### config.mk
export PLATFORM = sky130hd
export DESIGN_NAME = uart_rx
export DESIGN_NICKNAME = d
export VERILOG_FILES = /design/src/rtl/uart_rx.sv
export SDC_FILE = /design/constraint.sdc
export NUM_CORES = 1
export LEC_CHECK = 0
export BUFFER_PORTS_ARGS = -buffer_cell sky130_fd_sc_hd__clkbuf_2
export CAP_MARGIN = 5
export CORE_ASPECT_RATIO = 0.9
export CORE_UTILIZATION = 25
export CTS_BUF_LIST = sky130_fd_sc_hd__clkbuf_8
export CTS_CLUSTER_SIZE = 30
export DETAILED_ROUTE_END_ITERATION = 16
export GPL_ROUTABILITY_DRIVEN = 0
export SETUP_SLACK_MARGIN = 0.4
export SYNTH_ARGS = -nofsm -noshare
export SYNTH_HDL_FRONTEND = slang
export SYNTH_SLANG_ARGS = --single-unit
export TNS_END_PERCENT = 100
### constraint.sdc
create_clock -name clk -period 1.58 [get_ports clk]
set_clock_uncertainty 0.2 [all_clocks]
set_input_delay 0.079 -clock clk [delete_from_list [all_inputs] [get_ports clk]]
set_output_delay 0.079 -clock clk [all_outputs]
set_load 0.03 [all_outputs]
### src/rtl/uart_rx.sv
// rtl/uart_rx.sv - oversampling UART receiver with parity and framing checks
// Optional 2-of-3 majority vote per bit when UART_RX_MAJORITY_VOTE_EN is defined.
module uart_rx #(
  parameter int DATA_WIDTH = 8,
  parameter int PRESCALE   = 8
) (
  input  logic                  clk,
  input  logic                  rst,
  input  logic                  RX_IN,
  input  logic                  parity_enable,
  input  logic                  parity_type,
  output logic [DATA_WIDTH-1:0] P_DATA,
  output logic                  Data_Valid,
  output logic                  parity_error,
  output logic                  framing_error,
  output logic                  busy
);
  localparam int EW = (PRESCALE > 1) ? $clog2(PRESCALE) : 1;
  localparam int BW = (DATA_WIDTH > 1) ? $clog2(DATA_WIDTH) : 1;
  localparam logic [EW-1:0] EDGE_LAST = EW'(PRESCALE - 1);
  localparam logic [BW-1:0] BIT_LAST  = BW'(DATA_WIDTH - 1);
`ifdef UART_RX_MAJORITY_VOTE_EN
  localparam logic [EW-1:0] VOTE_A = EW'(PRESCALE / 2 - 1);
  localparam logic [EW-1:0] VOTE_B = EW'(PRESCALE / 2);
  localparam logic [EW-1:0] DECIDE = EW'(PRESCALE / 2 + 1);
`else
  localparam logic [EW-1:0] DECIDE = EW'(PRESCALE / 2);
`endif

  typedef enum logic [2:0] {IDLE, START, DATA, PARITY, STOP} state_t;

  state_t                state;
  logic                  rx_meta;
  logic                  rx_s;
  logic                  rx_prev;
  logic [EW-1:0]         edge_cnt;
  logic [BW-1:0]         bit_cnt;
  logic [DATA_WIDTH-1:0] shift_reg;
  logic                  par_en;
  logic                  par_type;
  logic                  par_bad;
  logic                  bit_val;
  logic                  decide;
  logic                  wrap;

  always_ff @(posedge clk) begin
    if (rst) begin
      rx_meta <= 1'b1;
      rx_s    <= 1'b1;
      rx_prev <= 1'b1;
    end else begin
      rx_meta <= RX_IN;
      rx_s    <= rx_meta;
      rx_prev <= rx_s;
    end
  end

`ifdef UART_RX_MAJORITY_VOTE_EN
  logic vote_a;
  logic vote_b;

  always_ff @(posedge clk) begin
    if (rst) begin
      vote_a <= 1'b1;
      vote_b <= 1'b1;
    end else begin
      if (edge_cnt == VOTE_A) vote_a <= rx_s;
      if (edge_cnt == VOTE_B) vote_b <= rx_s;
    end
  end

  // third sample is the live rx_s at the decision point
  assign bit_val = (vote_a & vote_b) | (vote_a & rx_s) | (vote_b & rx_s);
`else
  assign bit_val = rx_s;
`endif

  assign decide = (edge_cnt == DECIDE);
  assign wrap   = (edge_cnt == EDGE_LAST);

  always_ff @(posedge clk) begin
    if (rst) begin
      state         <= IDLE;
      edge_cnt      <= '0;
      bit_cnt       <= '0;
      shift_reg     <= '0;
      par_en        <= 1'b0;
      par_type      <= 1'b0;
      par_bad       <= 1'b0;
      P_DATA        <= '0;
      Data_Valid    <= 1'b0;
      parity_error  <= 1'b0;
      framing_error <= 1'b0;
      busy          <= 1'b0;
    end else begin
      Data_Valid    <= 1'b0;
      parity_error  <= 1'b0;
      framing_error <= 1'b0;
      if (state != IDLE) edge_cnt <= wrap ? '0 : edge_cnt + 1'b1;
      case (state)
        IDLE: begin
          busy     <= 1'b0;
          edge_cnt <= '0;
          if (rx_prev && !rx_s) begin
            state    <= START;
            busy     <= 1'b1;
            par_en   <= parity_enable;
            par_type <= parity_type;
            par_bad  <= 1'b0;
            bit_cnt  <= '0;
          end
        end
        START: begin
          if (decide && bit_val) begin
            state <= IDLE;
            busy  <= 1'b0;
          end else if (wrap) begin
            state <= DATA;
          end
        end
        DATA: begin
          if (decide) shift_reg[bit_cnt] <= bit_val;
          if (wrap) begin
            if (bit_cnt == BIT_LAST) begin
              bit_cnt <= '0;
              state   <= par_en ? PARITY : STOP;
            end else begin
              bit_cnt <= bit_cnt + 1'b1;
            end
          end
        end
        PARITY: begin
          // type 1 expects even total ones, type 0 odd
          if (decide && (bit_val != (^shift_reg ^ ~par_type))) par_bad <= 1'b1;
          if (wrap) state <= STOP;
        end
        STOP: begin
          // leave at the sample point so a back-to-back start edge is not missed
          if (decide) begin
            state <= IDLE;
            busy  <= 1'b0;
            if (!bit_val) begin
              framing_error <= 1'b1;
            end else if (par_bad) begin
              parity_error <= 1'b1;
            end else begin
              Data_Valid <= 1'b1;
              P_DATA     <= shift_reg;
            end
          end
        end
        default: state <= IDLE;
      endcase
    end
  end
endmodule
### After elaboration in Yosys (flattened, before gate mapping)

Cells that the tools add are included.

* magnitude comparators: 2
* bitwise gates (word level): 6
* muxes and demuxes: 27
* equality and inequality tests: 16
* reductions and logical operators: 21
* $add $sub $neg: 2

Operator list (number)
* 3-bit 2-to-1 mux: 12
* 3-bit case mux with 5 select lines: 1
* 2-bit != test (second input constant): 7
* 3-bit equality test (second input constant): 4
* 1-bit 2-to-1 mux: 9
* 3-bit AND reduction: 3
* 8-bit bitwise mux: 1
* 8-bit parity: 1
* 3-bit by 1-bit adder with 3-bit output (second input constant): 2
* 3-bit by 2-bit equality test with 1-bit output (second input constant): 2
* 3-bit case mux with 2 select lines: 1
* 6-bit AND reduction: 1
* 3-bit nonzero test: 2
* 1-bit inverter: 5
* 1-bit logical AND: 4
* 3-bit by 4-bit less-than comparator with 1-bit output (second input constant): 1
* 2-bit AND reduction: 2
* 4-bit AND reduction: 1
* 2-bit nonzero test: 2
* 4-bit OR reduction: 1
* 1-bit demux with 3-bit select: 1
* 3-bit by 1-bit equality test with 1-bit output (second input constant): 1
* 3-bit by 1-bit >= comparator with 1-bit output (second input constant): 1
* 3-bit logical NOT: 1
* 8 further kinds: 8

* output and inout port bits: 12
* word-level logic and storage cells: 89
* register bits: 35

### Longest topological paths before layout

* depth in word-level cells: 6
* mapped depth: 7
* gate-level depth less buffers: 6

### Least setup slack after synthesis

No wires, ideal clock.

* path kind: register -> register
* start: register bit_cnt[1]
* end: register state[1]
* stages on the path, launching flop included: 7
* slack: -0.117 ns
* data required time: 1.248 ns
* arrival time: 1.365 ns
* clock period less this slack: 1.697 ns
* path through: dfxtp_1 -> ha_1 -> ha_1 -> or3b_1 -> o311a_1 -> a21oi_1 -> a311oi_1

* longest elaborated chain between the ends: 3

Ends and longest elaborated chain
* from (decl): line 37 `logic [BW-1:0] bit_cnt;`
* from (signal assigned): line 128 `bit_cnt <= bit_cnt + 1'b1;`
* 3-bit equality test: line 124 `if (bit_cnt == BIT_LAST) begin`
* 2-bit != test (no line)
* 6-bit AND reduction (no line)
* to (signal assigned): line 126 `state <= par_en ? PARITY : STOP;`
* to (decl): line 32 `state_t state;`

Every way passes these cells.
A chain may end at the register's enable or synchronous reset.

### Final worst setup path

* start: register bit_cnt[0]
* end: register state[0]

Same word-level chain as after synthesis.

==> impl_metrics.env <==
export IMPL_die_width_um=86.3
export IMPL_ioPinCount=17
export IMPL_power_density_mw_per_mm2=1200
export IMPL_num_fill_cells=657
export IMPL_area_growth_pct=40.1
export IMPL_switchingPower_uw=924
export IMPL_synth_edff_count=0
export IMPL_slowest_stage="or3b_1"
export IMPL_num_antenna_cells=0
export IMPL_final_common_cell="nor2_1"
export IMPL_dpl_hpwl_mm=2.29
export IMPL_status="complete, but fails checks"
export IMPL_async_flop_share_pct=0
export IMPL_portBuffers=16
export IMPL_num_rows=27
export IMPL_cp_max_fo=4
export IMPL_setup_violations=4
export IMPL_hold_violations=0
export IMPL_cap_violations=0
export IMPL_post_route_drc_count=0
export IMPL_yosys_top_cells_area="dfxtp_1 44%, mux2i_1 10%, nor2_1 6.6%"
export IMPL_initial_core_util_pct=26.0
export IMPL_tritoncts="yes"
export IMPL_grt_pass1_wl_mm=6.28
export IMPL_ys_warn_count=0
export IMPL_endpoint_kind="flop"
export IMPL_track_usage_pct=12.2
export IMPL_power_mw=2.70
export IMPL_post_place_ws_ns=-0.0988
export IMPL_hold_class="input port to flop"
export IMPL_critPathArrivalTime_ns=1.63
export IMPL_fin_crit_sh_pct=106
export IMPL_dp_cells=272
export IMPL_synth_top_area_cell="dfxtp_1"
export IMPL_setup_slack_ns=-0.0947
export IMPL_h_tree_depth=2
export IMPL_dr_pass1_iters=4
export IMPL_clk_pin_slew_worst_paths_ns=0.07
export IMPL_max_slew_margin_rel_pct=71.0
export IMPL_critPathMaxStageDelay_ns=0.36
export IMPL_cts_buffers=5
export IMPL_synth_fp_nets=176
export IMPL_period_needed_ns=1.67
export IMPL_synth_top_cell_area_share_pct=43.9
export IMPL_post_drt_wl_per_cell_um=12.5
export IMPL_slew_viol_final=0
export IMPL_instances_no_fill=291
export IMPL_synth_cells=166
export IMPL_clock_latency_ns=0.29
export IMPL_p_clk_share_pct=23.1
export IMPL_cts_root_buf="clkbuf_8"
export IMPL_swShare_pct=34.3
export IMPL_grt_setup_unrepaired="yes"
export IMPL_antenna_left=0
export IMPL_worstMarginPinSlew_ns=0.436
export IMPL_fin_nets=213
export IMPL_core_mm2=0.00615
export IMPL_dieHeight_um=77.8
export IMPL_crit_top_cell="ha_4"
export IMPL_seq_area_frac_synth_pct=43.9
export IMPL_intPower_mw=1.77
export IMPL_grt_max_degree=22
export IMPL_cts_num_sinks=35
export IMPL_synthDistinctLibCells=39
export IMPL_most_common_layout_cells="28 x nor2_1, 24 x dfxtp_1, 17 x clkbuf_2"
export IMPL_p_leak_nw=0.935
export IMPL_utilization_pct=36.4
export IMPL_final_layout_size_suffix_gt1_share_pct=40.7
export IMPL_syn_avg_cell_area_um2=9.63
export IMPL_clockBufferDepth=2
export IMPL_cp_data_required_time_ns=1.53
export IMPL_first_global_vias=1329
export IMPL_cp_start_kind="flop"
export IMPL_via_per_inst=4.46
export IMPL_antenna_found_initial=0
export IMPL_routed_wirelength_mm=3.65
export IMPL_dieArea_mm2=0.00672
export IMPL_criticalPathCategory="flop to flop"
export IMPL_initialDrtViolationCount=69
export IMPL_ys_ff_latch=35
export IMPL_path_cells="ha_4 -> ha_4 -> or3b_1 -> o311a_4 -> o211ai_1 -> a211oi_1"
export IMPL_ir_drop_uv=655
export IMPL_power_share_sequential_pct=39.9
export IMPL_overflow=0
export IMPL_violations="setup timing"
export IMPL_combPwrFrac_pct=36.9
export IMPL_num_vias=1298
export IMPL_netlist_area_mm2=0.00160
export IMPL_fmax_ghz=0.597
export IMPL_ys_flop_type="dfxtp_1"
==> cell usage after synthesis (4+ instances only) <==
library cell  count
dfxtp_1          35
inv_1             5
a21oi_1           4
nand2_1           6
ha_1              5
nand4_1           4
nand4b_1          5
xnor2_1           7
nor2_1           28
mux2i_1          16
a32oi_1           4
clkbuf_1          6
nand3_1           4
==> per-stage QoR <==
| stage | hold WS [ns] | instance area [um2] | TNS (ns) |
|---|---|---|---|
| 3_5_place_dp | 0.0694 | 1910 | -0.281 |
| 3_3_place_gp | 0.0607 | 1910 | -0.251 |
| 6_report | 0.0583 | 2240 | -0.287 |
| 2_1_floorplan | -0.0172 | 1680 | -0.132 |
| 4_1_cts | 0.0628 | 2200 | -0.431 |
| 5_1_grt | 0.0900 | 2240 | -1.40 |
==> final timing paths <==
check,start,to,slack (ns),cells after the start
max,bit_cnt[0],state[0],-0.09,6
min,rst,bit_cnt[1],0.06,2
min reg2reg,rx_meta,bit_val,0.21,1
max reg2reg,bit_cnt[0],state[0],-0.09,6
==> cells by family after synthesis <==
group | after synthesis | share of synthesized area [%]
xor+xnor | 8 | 5.25
flops | 35 | 43.9
buf+inv | 16 | 4.31
mux | 17 | 10.7
compound gates | 18 | 8.85
fa+ha+maj | 5 | 3.92
simple gates | 67 | 23.1
==> layout make-up <==
type | instances | area [um2] | area share (%)
timing repair buffer | 41 | 322 | 14.4
inverter | 5 | 21.3 | 0.950
multi-input combinational | 115 | 980 | 43.8
clock inverter | 3 | 16.3 | 0.727
sequential | 35 | 722 | 32.3
tap | 87 | 109 | 4.86
clock buffer | 5 | 68.8 | 3.07
==> routing by layer <==
| metal | track usage (%) | part of all wire (%) |
|---|---|---|
| met2 | 20.0 | 50 |
| met5 | 0 | 0 |
| met4 | 5.33 | 1.6 |
| met3 | 3.72 | 3.4 |
| met1 | 14.6 | 45 |
==> power by group through the flow <==
stage          sequential (mW)  clock [mW]  combinational, mW
2_1_floorplan             1.03           0              0.486
3_3_place_gp              1.06           0              0.643
3_5_place_dp              1.06           0              0.649
4_1_cts                   1.07       0.644              0.915
5_1_grt                   1.09       0.678               1.10
6_report                  1.08       0.624              0.996
==> repair_timing <==
action | in CTS | in global routing
endpoints found under the setup margin | 32 | 32
hold buffers | 3 | 0
pin swaps | 6 | 12
cloned | 2 | 0
endpoints found under the hold margin | 3 | 0
setup buffers | 6 | 0
resized for setup | 23 | 8
==> critical path: cells and delay by family (launching register included) <==
family	cells	cell delay, ns
and+or+nand+nor	1	0.36
AOI/OAI and AO/OA	3	0.34
DFF	1	0.34
adders and majority gates	2	0.31
Note: power is estimated with default switching activity, not from simulation.
